File: config.mk
export PLATFORM = sky130hd
export DESIGN_NAME = acc_core_multi_flat
export DESIGN_NICKNAME = d
export VERILOG_FILES = /design/src/rtl/acc_core_multi_if.sv /design/src/rtl/acc_core_multi.sv /design/src/flat_wrapper.sv
export SDC_FILE = /design/constraint.sdc
export NUM_CORES = 1
export LEC_CHECK = 0
export ABC_AREA = 1
export CORE_UTILIZATION = 29
export DETAILED_ROUTE_END_ITERATION = 8
export PLACE_DENSITY_LB_ADDON = 0.1
export SLEW_MARGIN = 30
export SYNTH_ARGS = -nofsm -noshare
export SYNTH_HDL_FRONTEND = slang
export SYNTH_SLANG_ARGS = --single-unit
File: constraint.sdc
create_clock -name clk -period 5.9 [get_ports clk]
set_input_delay 1.18 -clock clk [delete_from_list [all_inputs] [get_ports clk]]
set_output_delay 1.18 -clock clk [all_outputs]
set_load 0.1 [all_outputs]
File: src/rtl/acc_core_multi_if.sv
// Burst and result signals of acc_core_multi, bundled as one interface.
// The testbench drives through master; the core connects through slave.
interface acc_core_multi_if #(
  parameter int IN_DATA_WIDTH = 8,
  parameter int NUM_LANES     = 4,
  parameter int DWIDTH        = IN_DATA_WIDTH * 4,
  parameter int LEN_WIDTH     = 16
);
  logic                               run_i;
  logic [LEN_WIDTH-1:0]               len_i;
  logic                               signed_i;
  logic                               valid_i;
  logic [NUM_LANES*IN_DATA_WIDTH-1:0] number_i;
  logic                               busy_o;
  logic                               valid_o;
  logic [NUM_LANES*DWIDTH-1:0]        result_o;
  logic [NUM_LANES-1:0]               ovf_o;

  modport master (
    output run_i, len_i, signed_i, valid_i, number_i,
    input  busy_o, valid_o, result_o, ovf_o
  );

  modport slave (
    input  run_i, len_i, signed_i, valid_i, number_i,
    output busy_o, valid_o, result_o, ovf_o
  );
endinterface

File: src/rtl/acc_core_multi.sv
// Multi-lane burst accumulator with a sticky overflow flag for each lane.
// Define ACC_CORE_MULTI_SAT_EN to clamp lanes on overflow; otherwise they wrap.
module acc_core_multi #(
  parameter int IN_DATA_WIDTH = 8,
  parameter int NUM_LANES     = 4,
  parameter int DWIDTH        = IN_DATA_WIDTH * 4,
  parameter int LEN_WIDTH     = 16
) (
  input  logic            clk,
  input  logic            reset,
  acc_core_multi_if.slave bus
);

  typedef enum logic [1:0] {IDLE, ACC, DONE} state_e;

  state_e                           state_q, state_d;
  logic [LEN_WIDTH-1:0]             len_q, len_d;
  logic [LEN_WIDTH-1:0]             cnt_q, cnt_d;
  logic                             signed_q, signed_d;
  logic [NUM_LANES-1:0][DWIDTH-1:0] acc_q, acc_d;
  logic [NUM_LANES-1:0]             ovf_q, ovf_d;

  logic [NUM_LANES-1:0][DWIDTH-1:0] lane_next;
  logic [NUM_LANES-1:0]             lane_ovf;

  for (genvar k = 0; k < NUM_LANES; k++) begin : g_lane
    logic [IN_DATA_WIDTH-1:0] op;
    logic                     op_sign;
    logic                     acc_sign;
    logic [DWIDTH:0]          sum;

    assign op       = bus.number_i[k*IN_DATA_WIDTH +: IN_DATA_WIDTH];
    assign op_sign  = signed_q & op[IN_DATA_WIDTH-1];
    assign acc_sign = signed_q & acc_q[k][DWIDTH-1];
    // The extra top bit is the carry when unsigned and a sign guard when signed.
    assign sum      = {acc_sign, acc_q[k]} + {{(DWIDTH + 1 - IN_DATA_WIDTH){op_sign}}, op};
    assign lane_ovf[k] = signed_q ? (sum[DWIDTH] != sum[DWIDTH-1]) : sum[DWIDTH];

`ifdef ACC_CORE_MULTI_SAT_EN
    logic [DWIDTH-1:0] clamp;
    assign clamp = !signed_q ? {DWIDTH{1'b1}}
                 : op_sign   ? {1'b1, {(DWIDTH-1){1'b0}}}
                 :             {1'b0, {(DWIDTH-1){1'b1}}};
    // A lane that has already clamped stays frozen until the next run_i.
    assign lane_next[k] = ovf_q[k] ? acc_q[k] : (lane_ovf[k] ? clamp : sum[DWIDTH-1:0]);
`else
    assign lane_next[k] = sum[DWIDTH-1:0];
`endif
  end

  always_comb begin
    // NOTE: every variable gets its default first, so no path can infer a latch.
    state_d  = state_q;
    len_d    = len_q;
    cnt_d    = cnt_q;
    signed_d = signed_q;
    acc_d    = acc_q;
    ovf_d    = ovf_q;

    if (bus.run_i) begin
      len_d    = bus.len_i;
      signed_d = bus.signed_i;
      cnt_d    = '0;
      acc_d    = '0;
      ovf_d    = '0;
      state_d  = (bus.len_i == '0) ? DONE : ACC;
    end else begin
      unique case (state_q)
        IDLE: state_d = IDLE;
        ACC: begin
          if (bus.valid_i) begin
            acc_d = lane_next;
            ovf_d = ovf_q | lane_ovf;
            cnt_d = cnt_q + 1'b1;
            if (cnt_d == len_q) state_d = DONE;
          end
        end
        DONE:    state_d = IDLE;
        default: state_d = IDLE;
      endcase
    end
  end

  // NOTE: the accumulators are reset as well, since reset must zero result_o at once.
  always_ff @(posedge clk or posedge reset) begin
    if (reset) begin
      state_q  <= IDLE;
      len_q    <= '0;
      cnt_q    <= '0;
      signed_q <= 1'b0;
      acc_q    <= '0;
      ovf_q    <= '0;
    end else begin
      // NOTE: non-blocking here so every flop samples the pre-edge values.
      state_q  <= state_d;
      len_q    <= len_d;
      cnt_q    <= cnt_d;
      signed_q <= signed_d;
      acc_q    <= acc_d;
      ovf_q    <= ovf_d;
    end
  end

  assign bus.busy_o   = (state_q == ACC);
  assign bus.valid_o  = (state_q == DONE);
  assign bus.result_o = acc_q;
  assign bus.ovf_o    = ovf_q;

endmodule

File: src/flat_wrapper.sv
// flat-port wrapper written by rule: the top's interface ports become plain ports
module acc_core_multi_flat 
#(
  parameter int IN_DATA_WIDTH = 8,
  parameter int NUM_LANES     = 4,
  parameter int DWIDTH        = IN_DATA_WIDTH * 4,
  parameter int LEN_WIDTH     = 16
)
  (clk, reset, bus_run_i, bus_len_i, bus_signed_i, bus_valid_i, bus_number_i, bus_busy_o, bus_valid_o, bus_result_o, bus_ovf_o);
  acc_core_multi_if #(.IN_DATA_WIDTH(IN_DATA_WIDTH), .NUM_LANES(NUM_LANES), .DWIDTH(DWIDTH), .LEN_WIDTH(LEN_WIDTH)) bus_i ();
  input  logic clk;
  input  logic reset;
  input wire logic [$bits(bus_i.run_i)-1:0] bus_run_i;
  input wire logic [$bits(bus_i.len_i)-1:0] bus_len_i;
  input wire logic [$bits(bus_i.signed_i)-1:0] bus_signed_i;
  input wire logic [$bits(bus_i.valid_i)-1:0] bus_valid_i;
  input wire logic [$bits(bus_i.number_i)-1:0] bus_number_i;
  output wire logic [$bits(bus_i.busy_o)-1:0] bus_busy_o;
  output wire logic [$bits(bus_i.valid_o)-1:0] bus_valid_o;
  output wire logic [$bits(bus_i.result_o)-1:0] bus_result_o;
  output wire logic [$bits(bus_i.ovf_o)-1:0] bus_ovf_o;
  assign bus_i.run_i = bus_run_i;
  assign bus_i.len_i = bus_len_i;
  assign bus_i.signed_i = bus_signed_i;
  assign bus_i.valid_i = bus_valid_i;
  assign bus_i.number_i = bus_number_i;
  assign bus_busy_o = bus_i.busy_o;
  assign bus_valid_o = bus_i.valid_o;
  assign bus_result_o = bus_i.result_o;
  assign bus_ovf_o = bus_i.ovf_o;
  acc_core_multi #(.IN_DATA_WIDTH(IN_DATA_WIDTH), .NUM_LANES(NUM_LANES), .DWIDTH(DWIDTH), .LEN_WIDTH(LEN_WIDTH)) u_core (.clk(clk), .reset(reset), .bus(bus_i));
endmodule
==> flow_summary.ini <==
[setup_path]
critical_path.max_fanout = 36
critical_path_class = in -> reg
critical_path.startpoint_type = primary input
worst_setup_path_end_kind = flop
timing.reg2reg.worst_path_depth = 16
r2r_slack_ns = 2.03
critical_path_required_ns = 6.32
timing.critical_path.arrival_ns = 4.39
critical_path.reg2reg.endpoint = u_core.bus.result_o[26]
origin_of_the_critical_flop_to_flop_path = u_core.signed_q

[drt]
top_signal_layer_used = met5
wl_per_cell_microns = 16.97
antenna_viol_nets_final = 0
wl_met1_mm = 26.22
wl_mm = 55.18
detailedRoute.firstIterationViolations = 1030
met3_routed_wirelength_mm = 2.323
first_pass_iters = 6
routed_wire_length_on_met2_mm = 25.68
routed-via-count = 16470
vias_per_cell = 5.067
drc = 0

[sta]
setup_repair_after_global_routing_missed_its_margin = no
slew_viol_final = 0
setup_viol = 0
timing.fmax_mhz = 251.9
final_hold_viol_count = 0
finalCritPeriodShare_pct = 67.29
tns_ns = 0
timing.clock.skew_ns = 0.01192
worstMarginPinSlew_ns = 1.020
whs_ns = 0.4893
min_period_ns = 3.970
slew_headroom_pct = 31.76

[clock_tree]
clock_tree.root_cell = clkbuf_16
cts_htree_levels = 4
maximum_count_of_clock_buffers_along_a_single_path = 2
postCtsHoldBufs = 0
cts_resized = 0
cts_tree = done
clock-sinks = 167
path_clk_slew_ns = 0.07
post_cts.repair.setup_buffers = 0
cts_made_buffers = 17
clkLatencyLatePin_ns = 0.50

[power_and_ir_drop]
power_density_over_cell_area_mw_per_mm2 = 226.4
power_spent_charging_and_discharging_nets_mw = 1.838
pwr-share-clk_pct = 27.9
power.switching_fraction_pct = 45.54
design_power_total_mw = 4.035
p_leak_nw = 8.366
power_report.internal_total_mw = 2.197
power_frac_seq_pct = 33.0
power_frac_comb_pct = 39.2
worst_voltage_drop_across_the_vdd_grid_v = 0.0002058

[grt]
global_route.overflow_total = 0
wire_length_of_the_first_global_routing_pass_mm = 88.22
initial_antenna_violation_count = 1
grt_start_max_net_pins = 112
groute.usage.overall_pct = 21.36
first_global_vias = 16190

[synth]
synthesis.instances = 2417
netlist_top_cells_count = nand2_1, inv_1, o21ai_0, nand3_1, nor2_1
synth-seq-cells = 167
yosys.area.top_type = dfrtp_1
synth_cell_type_count = 50
seq_area_frac_synth_pct = 28.15
post_synthesis_instance_area_sq_mm = 0.01485
ys_async_sr_fraction_pct = 100.0
synth_fp_nets = 2515
synth_enable_flop_cells = 0
cell_with_the_most_instances_after_synthesis = nand2_1
syn-mean-instance-area_sq_um = 6.143
yosys_most_used_dff = dfrtp_1
netlist.area_leader.share_pct = 28.15
synth-warning-count = 0
largest_cells_by_area_after_synthesis = dfrtp_1, nand2_1, inv_1, o21ai_0, nand3_1

[floorplanning]
io-pin-count = 187
placementRows = 82
chipHeight_microns = 228.3
core-area_sq_mm = 0.05038
die-area_sq_mm = 0.05211
dieWidth_microns = 228.3
start_util_pct = 29.47

[worst_hold_path]
number_of_stages_on_the_worst_hold_path = 2
timing.hold.worst.start = u_core.len_q[5]
hold_path_class = reg -> reg
hold_path_end = u_core.len_q[5]

[cells_and_area]
drive_above_1_share_pct = 3.451
filler_cell_count = 5568
seqCellArea_sq_mm = 0.004183
multi_input_comb_area_sq_mm = 0.009036
nets = 2666
diodes = 0
area_growth_pct = 20.03

[job]
cap_violations = 0

[place]
gpl.final_weighted_congestion = 0.8953
dp.final_hpwl_mm = 40.61
io_buffers = 186

[outcome]
run_status = finished, final reports clean
## how the worst max path moves through the flow
stage	start	endpoint	slack [ns]	cells past startpoint
after floorplan	reset	u_core.bus.ovf_o[0]	0.20	1
after global placement	bus_number_i[15]	u_core.bus.ovf_o[1]	1.42	17
after detailed placement	bus_number_i[15]	u_core.bus.ovf_o[1]	1.39	16
after CTS	bus_number_i[15]	u_core.bus.ovf_o[1]	1.92	16
after global routing	bus_number_i[15]	u_core.bus.ovf_o[1]	1.58	15
final	bus_number_i[15]	u_core.bus.ovf_o[1]	1.93	18
## placed cells by master (no fill, tap or decap), types with 5 or more instances in the layout
master             n
a22o_1             9
o22ai_1           38
ha_1              41
nand4_1           28
a31oi_1           13
a21o_1             8
dfrtp_1          166
or2_2              9
nand2_1          718
nor2_1           197
clkdlybuf4s50_1  175
buf_4             14
clkbuf_16         17
clkinv_2           5
inv_1            335
o21ai_1           15
a41oi_1           12
nor3_1            16
a32o_1             7
buf_2             11
o31ai_1            8
o211ai_1           6
a21oi_1          160
o21ai_0          225
nand3_1          223
xor2_1            31
o21bai_1          23
inv_2              6
## cell type report
| cell class | instances | area share (%) |
|---|---|---|
| clock buffers | 21 | 2.527 |
| clock inverters | 9 | 0.4493 |
| inverters | 343 | 7.294 |
| multi-input cells | 1838 | 50.70 |
| flip-flops and latches | 167 | 23.47 |
| well taps | 672 | 4.718 |
| repair buffers | 201 | 10.84 |
## routing by layer
| layer | up-vias | global-route usage (%) |
|---|---|---|
| met5 | - | 0 |
| met4 | 2 | 6.837 |
| li1 | 8266 | - |
| met1 | 7778 | 27.99 |
| met2 | 369 | 35.77 |
| met3 | 58 | 3.338 |
## sequential cells by signal (all words and copies together), names as in the netlist
signal	cells
u_core.bus.ovf_o	4
u_core.bus.result_o	128
u_core.cnt_q	16
u_core.len_q	16
u_core.signed_q	1
u_core.state_q	2
## stage by stage
step / area (sq um) / utilization (%) / setup slack (ns) / instances
after floorplan: 14850 / - / 0.2016 / 2417
after global placement: 17340 / 34.41 / 1.419 / 3221
after detailed placement: 17290 / 34.33 / 1.385 / 3221
after CTS: 17820 / 35.38 / 1.916 / 3251
after global routing: 17820 / 35.38 / 1.579 / 3251
final: 17820 / 35.38 / 1.930 / 3251
## critical path: stages
cell and delay [ns]:
clkdlybuf4s50_1 0.40, buf_4 0.23, nand2_2 0.57, inv_1 0.43, ha_1 0.50, nand2_1 0.09, inv_1 0.07, nand2_1 0.05
nor2_1 0.13, nor2b_1 0.14, nand2_1 0.08, nand2_1 0.08, nand2_1 0.04, nand2_1 0.08, inv_1 0.04, nand2_1 0.06
nand3_1 0.07, a21oi_1 0.14
## power groups by stage
stage | sequential, mW | combinational (mW) | clock, mW
finish | 1.33 | 1.58 | 1.12
CTS | 1.33 | 1.59 | 1.17
floorplan | 1.81 | 0.677 | 0
global placement | 1.35 | 1.58 | 0
detailed placement | 1.35 | 1.58 | 0
global route | 1.34 | 1.72 | 1.19
## cells by family (layout without fill, tap and decap cells)
family                     after synthesis  after routing  synth area share [%]
and+or+nand+nor                       1221           1221                 34.23
AOI/OAI and AO/OA                      539            539                 20.49
buffers and inverters                  412            574                 11.10
DFF                                    167            167                 28.15
adders and majority gates               45             45                 3.994
xor gates and xnor gates                33             33                 2.039
No activity file was read; power rests on OpenSTA's default activity.
